`src/rtl/ascon_ctrl_fsm.sv`:
```
// Ascon AEAD encryption control FSM: sequences init, AD, plaintext and finalization
// permutation runs, and drives the datapath enables from the state and the round counter.
module ascon_ctrl_fsm (
  input  logic       clock_i,
  input  logic       resetb_i,
  input  logic       start_i,
  input  logic [3:0] nb_blocks_i,
  input  logic       data_valid_i,
  input  logic [3:0] round_i,
  output logic       input_select_o,
  output logic       ena_cpt_o,
  output logic       init_a_o,
  output logic       init_b_o,
  output logic       ena_reg_state_o,
  output logic       ena_xor_up_o,
  output logic       ena_xor_down_o,
  output logic [1:0] xor_down_sel_o,
  output logic       ena_cipher_o,
  output logic       ena_tag_o,
  output logic       data_req_o,
  output logic       data_ack_o,
  output logic       busy_o,
  output logic       done_o
);

  localparam int unsigned BLK_W = 4;
  localparam int unsigned RND_W = 4;
  localparam int unsigned SEL_W = 2;

  localparam logic [RND_W-1:0] RND_FIRST = RND_W'(0);
  localparam logic [RND_W-1:0] RND_MID   = RND_W'(6);
  localparam logic [RND_W-1:0] RND_LAST  = RND_W'(11);

  localparam logic [SEL_W-1:0] SEL_KEY_LO  = SEL_W'(0);
  localparam logic [SEL_W-1:0] SEL_DOMAIN  = SEL_W'(1);
  localparam logic [SEL_W-1:0] SEL_KEY_HI  = SEL_W'(2);
  localparam logic [SEL_W-1:0] SEL_KEY_DOM = SEL_W'(3);

  typedef enum logic [3:0] {
    IDLE      = 4'd0,
    CONF_INIT = 4'd1,
    INIT      = 4'd2,
    WAIT_AD   = 4'd3,
    CONF_AD   = 4'd4,
    AD        = 4'd5,
    WAIT_PT   = 4'd6,
    CONF_PT   = 4'd7,
    PT        = 4'd8,
    CONF_FIN  = 4'd9,
    FIN       = 4'd10,
    DONE      = 4'd11
  } state_e;

  state_e           state, state_n;
  logic [BLK_W-1:0] blocks_left, blocks_left_n;

  // State and block-count registers
  always_ff @(posedge clock_i or negedge resetb_i) begin
    if (!resetb_i) begin
      state       <= IDLE;
      blocks_left <= '0;
    end else begin
      state       <= state_n;
      blocks_left <= blocks_left_n;
    end
  end

  // Next state and combinational decode of state/round into datapath controls
  always_comb begin
    state_n         = state;
    blocks_left_n   = blocks_left;
    input_select_o  = 1'b0;
    ena_cpt_o       = 1'b0;
    init_a_o        = 1'b0;
    init_b_o        = 1'b0;
    ena_reg_state_o = 1'b0;
    ena_xor_up_o    = 1'b0;
    ena_xor_down_o  = 1'b0;
    xor_down_sel_o  = SEL_KEY_LO;
    ena_cipher_o    = 1'b0;
    ena_tag_o       = 1'b0;
    data_req_o      = 1'b0;
    data_ack_o      = 1'b0;
    busy_o          = (state != IDLE);
    done_o          = 1'b0;

    unique case (state)
      IDLE: begin
        if (start_i) begin
          state_n       = CONF_INIT;
          blocks_left_n = (nb_blocks_i == '0) ? BLK_W'(1) : nb_blocks_i;
        end
      end
      CONF_INIT: begin
        ena_cpt_o = 1'b1;
        init_a_o  = 1'b1;
        state_n   = INIT;
      end
      INIT: begin
        ena_cpt_o       = 1'b1;
        ena_reg_state_o = 1'b1;
        // Round 0 loads the external key/nonce/IV state; later rounds iterate
        input_select_o  = (round_i != RND_FIRST);
        if (round_i == RND_LAST) begin
          ena_xor_down_o = 1'b1;
          xor_down_sel_o = SEL_KEY_LO;
          state_n        = WAIT_AD;
        end
      end
      WAIT_AD: begin
        data_req_o = 1'b1;
        if (data_valid_i) state_n = CONF_AD;
      end
      CONF_AD: begin
        ena_cpt_o = 1'b1;
        init_b_o  = 1'b1;
        state_n   = AD;
      end
      AD: begin
        ena_cpt_o       = 1'b1;
        ena_reg_state_o = 1'b1;
        input_select_o  = 1'b1;
        if (round_i == RND_MID) begin
          ena_xor_up_o = 1'b1;
          data_ack_o   = 1'b1;
        end
        if (round_i == RND_LAST) begin
          ena_xor_down_o = 1'b1;
          xor_down_sel_o = (blocks_left > BLK_W'(1)) ? SEL_DOMAIN : SEL_KEY_DOM;
          state_n        = WAIT_PT;
        end
      end
      WAIT_PT: begin
        data_req_o = 1'b1;
        if (data_valid_i) begin
          state_n = (blocks_left > BLK_W'(1)) ? CONF_PT : CONF_FIN;
        end
      end
      CONF_PT: begin
        ena_cpt_o = 1'b1;
        init_b_o  = 1'b1;
        state_n   = PT;
      end
      PT: begin
        ena_cpt_o       = 1'b1;
        ena_reg_state_o = 1'b1;
        input_select_o  = 1'b1;
        if (round_i == RND_MID) begin
          ena_xor_up_o = 1'b1;
          ena_cipher_o = 1'b1;
          data_ack_o   = 1'b1;
        end
        if (round_i == RND_LAST) begin
          // Last intermediate block pre-loads the key half used by finalization
          if (blocks_left == BLK_W'(2)) begin
            ena_xor_down_o = 1'b1;
            xor_down_sel_o = SEL_KEY_HI;
          end
          if (blocks_left > BLK_W'(1)) blocks_left_n = blocks_left - BLK_W'(1);
          state_n = WAIT_PT;
        end
      end
      CONF_FIN: begin
        ena_cpt_o = 1'b1;
        init_a_o  = 1'b1;
        state_n   = FIN;
      end
      FIN: begin
        ena_cpt_o       = 1'b1;
        ena_reg_state_o = 1'b1;
        input_select_o  = 1'b1;
        if (round_i == RND_FIRST) begin
          ena_xor_up_o = 1'b1;
          ena_cipher_o = 1'b1;
          data_ack_o   = 1'b1;
        end
        if (round_i == RND_LAST) begin
          ena_xor_down_o = 1'b1;
          xor_down_sel_o = SEL_KEY_LO;
          ena_tag_o      = 1'b1;
          state_n        = DONE;
        end
      end
      DONE: begin
        done_o  = 1'b1;
        state_n = IDLE;
      end
      default: state_n = IDLE;
    endcase
  end

endmodule

```
`config.mk`:
```
export PLATFORM = sky130hd
export DESIGN_NAME = ascon_ctrl_fsm
export DESIGN_NICKNAME = d
export VERILOG_FILES = /design/src/rtl/ascon_ctrl_fsm.sv
export SDC_FILE = /design/constraint.sdc
export NUM_CORES = 1
export LEC_CHECK = 0
export ABC_AREA = 0
export BUFFER_PORTS_ARGS = -buffer_cell sky130_fd_sc_hd__buf_2
export CAP_MARGIN = 20
export CELL_PAD_IN_SITES_DETAIL_PLACEMENT = 0
export CELL_PAD_IN_SITES_GLOBAL_PLACEMENT = 1
export CORE_MARGIN = 1
export CORE_UTILIZATION = 32
export DETAILED_ROUTE_END_ITERATION = 10
export PLACE_DENSITY = 0.71
export SLEW_MARGIN = 15
export SYNTH_ARGS = -nofsm -noshare
export SYNTH_HDL_FRONTEND = slang
export SYNTH_SLANG_ARGS = --single-unit
```
`constraint.sdc`:
```
create_clock -name clock_i -period 2 [get_ports clock_i]
set_input_delay 0.5 -clock clock_i [delete_from_list [all_inputs] [get_ports clock_i]]
set_output_delay 0.5 -clock clock_i [all_outputs]
set_load 0.02 [all_outputs]
```
# Word level (Yosys, flattened, before mapping)
# Index checks and enable logic that the tools add are counted.
# totals
reg_bits	8
latch_bits	0
ramBits	0
romBits	0
input_bits	12
out_inout_bits	15
word_cells	76
n_memories	0
# classes
n_addsub	1
n_mul	0
div_mod_pow	0
magnitude_cmp	1
eq_ne	22
shift	0
mux	34
n_bitwise	0
n_reduce_logical	16
# ops
op	n
two-way mux 4 bit	11
case mux 4 bit (10 select lines)	1
== test 4 x 3 -> 1 bit (second input constant)	5
== test 4 bit (second input constant)	5
inequality test 2 bit (second input constant)	7
== test 4 x 2 -> 1 bit (second input constant)	3
zero test 4 bit	3
two-way mux 1 bit	12
two-way mux 2 bit	4
case mux 1 bit (2 select lines)	4
case mux 4 bit (2 select lines)	1
nonzero test 4 bit	2
OR reduction 2 bit	4
OR reduction 8 bit	1
AND reduction 6 bit	1
OR reduction 3 bit	2
== test 4 x 1 -> 1 bit (second input constant)	1
greater-than comparator 4 x 1 -> 1 bit (second input constant)	1
case mux 2 bit (2 select lines)	1
AND reduction 4 bit	1
OR reduction 4 bit	1
subtractor 4 x 1 -> 4 bit (second input constant)	1
inequality test 2 x 1 -> 1 bit (second input constant)	1
nonzero test 2 bit	1

# Longest topological paths before layout
# depth
depth_word	4
depth_mapped	7
ltp_nobuf	6

# Worst setup path before layout
# No wires, ideal clock.
# synth_timing
path_kind	register -> output
from	register state[0]
to	output port ena_cpt_o
t_arrival_ns	1.668
required_ns	1.500
path_slack_ns	-0.168
stages_incl_launch_ff	5
n_path_buf	1
cell_sequence	dfrtp_1 > clkbuf_1 > inv_1 > nor3_1 > or3_1
# synth_between
elab_chain_cells	3
elab_cells_between_ends	10
cone_classes	eq/ne (8); mux (1); reduce/logical (1)
# synth_rtl
element	line_no	text
start, declared	54	state_e state, state_n;
start signal, assigned	63	state <= state_n;
== test 4 bit (tied with other cells)	87	unique case (state)
OR reduction 8 bit (no source line) *	--	
two-way mux 1 bit *	87	
end, declared	11	output logic ena_cpt_o,
# Every way passes the cells marked *; elsewhere a longest branch is shown, timed or not.

# Final worst setup path
# layout_timing
from	register blocks_left[1]
to	output port xor_down_sel_o[1]
# layout_between
elab_chain_cells	4
elab_cells_between_ends	7
cone_classes	order compare (1); eq/ne (1); mux (5)
# layout_rtl
element	line_no	text
start, declared	55	logic [BLK_W-1:0] blocks_left, blocks_left_n;
start signal, assigned	64	blocks_left <= blocks_left_n;
greater-than comparator 4 x 1 -> 1 bit / == test 4 x 2 -> 1 bit (equally long branches)	129, 155	
two-way mux 2 bit (on tied branches)	129, 155	
two-way mux 2 bit (on tied branches)	127, 153	
case mux 2 bit (2 select lines) *	87	
end, declared	17	output logic [1:0] xor_down_sel_o,
# Marks and branches as above.

==> impl_metrics.tcl <==
set metrics [dict create \
    finalSetupTns_ns -1.308 \
    initial_core_util_pct 34.80 \
    track_usage_pct 21.97 \
    ys_async_sr_fraction_pct 100.0 \
    synth_edf_count 0 \
    tightest_slew_ns 0.3242 \
    hold_viol_final 0 \
    synthCells 116 \
    drive_gt1_share_pct 63.78 \
    synth_warnings 0 \
    met3_length_um 90 \
    combPwrFrac_pct 83.9 \
    maxSlewViolCount 0 \
    num_io_pins 27 \
    syn_nets 131 \
    wl_met1_um 1445 \
    gr-total-overflow 0 \
    place_hpwl_um 2048 \
    port_buffers 26 \
    dr.pass1.iters 4 \
    netlist_area_um2 893.4 \
    placement_rows 18 \
    drt_iter0_drc 6 \
    drv_cap 0 \
    vias_per_cell 5.251 \
    hold_ws_ns 0.08578 \
    synth.largest_area_cell "dfrtp_1" \
    synthDistinctLibCells 47 \
    clkPwrFrac_pct 4.2 \
    die_area_um2 3007 \
    antenna_found_initial 0 \
    rsz0062_at_grt "yes" \
    intPower_mw 1.672 \
    clock.fmax_mhz 449.7 \
    dp_slack_ns -0.03633 \
    highest_layer "met4" \
    final_cells 215 \
    ant_nets 0 \
    wl_met2_um 1615 \
    die_h_um 54.84 \
    total_power_mw 2.931 \
    cp.arrival_ns 1.72 \
    hold_path_class "input pin to async pin" \
    clockBufferDepth 2 \
    path_class "flop to primary output" \
    ys_ff_latch 8 \
    period_share_pct 111.2 \
    failed_checks "negative setup slack" \
    power.density_nw_per_um2 1668 \
    period_minus_slack_ns 2.224 \
    drc 0 \
    ys_top_cells_by_area "dfrtp_1 (22%), nor2_1 (5.9%), ha_1 (4.2%)" \
    startpoint_type "flop" \
    cts_tree "built" \
    clockRootBuffer "clkbuf_4" \
    dp.cells 187 \
    die_x_um 54.84 \
    drt_wl_total_um 3167 \
    cts_made_buffers 3 \
    fin_skew_ns 0.005882 \
    synth_area_per_cell_um2 7.701 \
    wl_per_cell_um 14.73 \
    postLayoutSetupSlackWorst_ns -0.2239 \
    seqPwrFrac_pct 11.9 \
    path_clk_slew_ns 0.06 \
    p_sw_mw 1.258 \
    synth-seq-area-share_pct 22.41 \
    place_congestion 0.8053 \
    nets 202 \
    grt_max_degree 15 \
    first_global_vias 1018 \
    slew_headroom_pct 78.22 \
    yosysMostFrequentCell "nor2_1" \
    core_area_um2 2567 \
    switching_share_pct 42.94 \
    fill_cells 203 \
    antenna_cells 0 \
    vias 1129 \
    worstRegToRegCells 6 \
    areaGrowthSynthToFinish_pct 96.64 \
    grt_pass1_wl_um 4567 \
    cts_htree_levels 1 \
    status "finished with violations" \
    cp.required_ns 1.50 \
    synth_top_area_share_pct 22.41 \
    ir_worst_vdd_mv 1.107 \
    cp-end-kind "primary output" \
    insertion_delay_ns 0.25 \
    critPathMaxFanout 2 \
    synthTopCellsByCount "nor2_1 (14), dfrtp_1 (8), nand2_1 (8)" \
    ys.flop_type "dfrtp_1" \
    p_leak_nw 0.7997 \
    setup_viol 12 \
    cts.sinks 8 \
]
-- critical path, stage by stage (launching register included) --
cell and delay, ns:
dfrtp_1 0.38, inv_2 0.10, ha_4 0.14, or2_4 0.10, or4b_4 0.45, a21oi_2 0.16, buf_6 0.13
-- cell usage in the layout, fill, tap and decap left out, types with 3 or more instances in the layout --
cell type / count
inv_2: 3
a21oi_2: 4
nor2_1: 11
nand2_1: 7
nand2b_1: 3
buf_4: 38
buf_6: 22
nor3_1: 3
a21oi_1: 3
buf_2: 14
clkbuf_4: 3
dfrtp_1: 5
nor2_4: 3
a211o_1: 3
a22oi_1: 3
inv_1: 3
dfrtp_2: 3
-- sequential cells by signal (all words and copies together) (netlist names) --
signal	cells
blocks_left	4
state	4
-- path summary, 6_finish.rpt --
kind	start	to	slack, ns
setup / recovery	blocks_left[1]	xor_down_sel_o[1]	-0.22
hold / removal	resetb_i	blocks_left[0]	0.09
setup reg to reg	state[0]	blocks_left[1]	-0.15
hold reg to reg	blocks_left[3]	blocks_left[3]	0.59
max in group asynchronous	resetb_i	state[1]	1.72
min in group clock_i	nb_blocks_i[3]	blocks_left[3]	0.57
-- metrics by stage --
stage | instance area, µm² | util (%)
after floorplan | 918.4 | -
after global placement | 1210 | 47.12
after detailed placement | 1210 | 47.12
after CTS | 1424 | 55.46
after global routing | 1757 | 68.42
final | 1757 | 68.42
-- power by group through the flow --
stage,Combinational (mW),Clock (mW),Sequential (mW)
final,2.46,0.123,0.349
after floorplan,0.940,0,0.303
after global routing,2.63,0.144,0.360
after detailed placement,1.50,0,0.309
after CTS,1.80,0.129,0.313
after global placement,1.48,0,0.304
-- cells by family (layout without fill, tap and decap cells) --
| group | after synthesis | count (layout) | share of synthesized area (%) |
|---|---|---|---|
| compound gates | 33 | 33 | 26.19 |
| xor+xnor | 1 | 1 | 0.9806 |
| fa+ha+maj | 3 | 3 | 4.202 |
| buf+inv | 15 | 84 | 8.403 |
| flops | 8 | 8 | 22.41 |
| mux | 3 | 3 | 3.921 |
| simple gates | 53 | 53 | 33.90 |
-- repair_timing --
action / 4_1_cts / 5_1_grt
buffers inserted: 10 / 14
hold buffers: 0 / 0
pin swaps: 8 / 17
endpoints found under the setup margin: 10 / 16
resized for setup: 35 / 49
gates cloned: 0 / 1
-- layout make-up --
| type | count | area (µm²) | area share (%) |
|---|---|---|---|
| flip-flops and latches | 8 | 203.9 | 11.61 |
| well taps | 30 | 37.54 | 2.137 |
| inverters | 6 | 22.52 | 1.282 |
| repair buffers | 75 | 618.1 | 35.19 |
| clock buffers | 3 | 22.52 | 1.282 |
| multi-input cells | 93 | 852.1 | 48.50 |
-- metal layers --
layer,vias up,track usage (%)
li1,564,-
met1,538,29.05
met2,25,35.74
met3,2,5.000
met4,0,5.128
met5,-,0
Note: power is estimated with default switching activity, not from simulation.
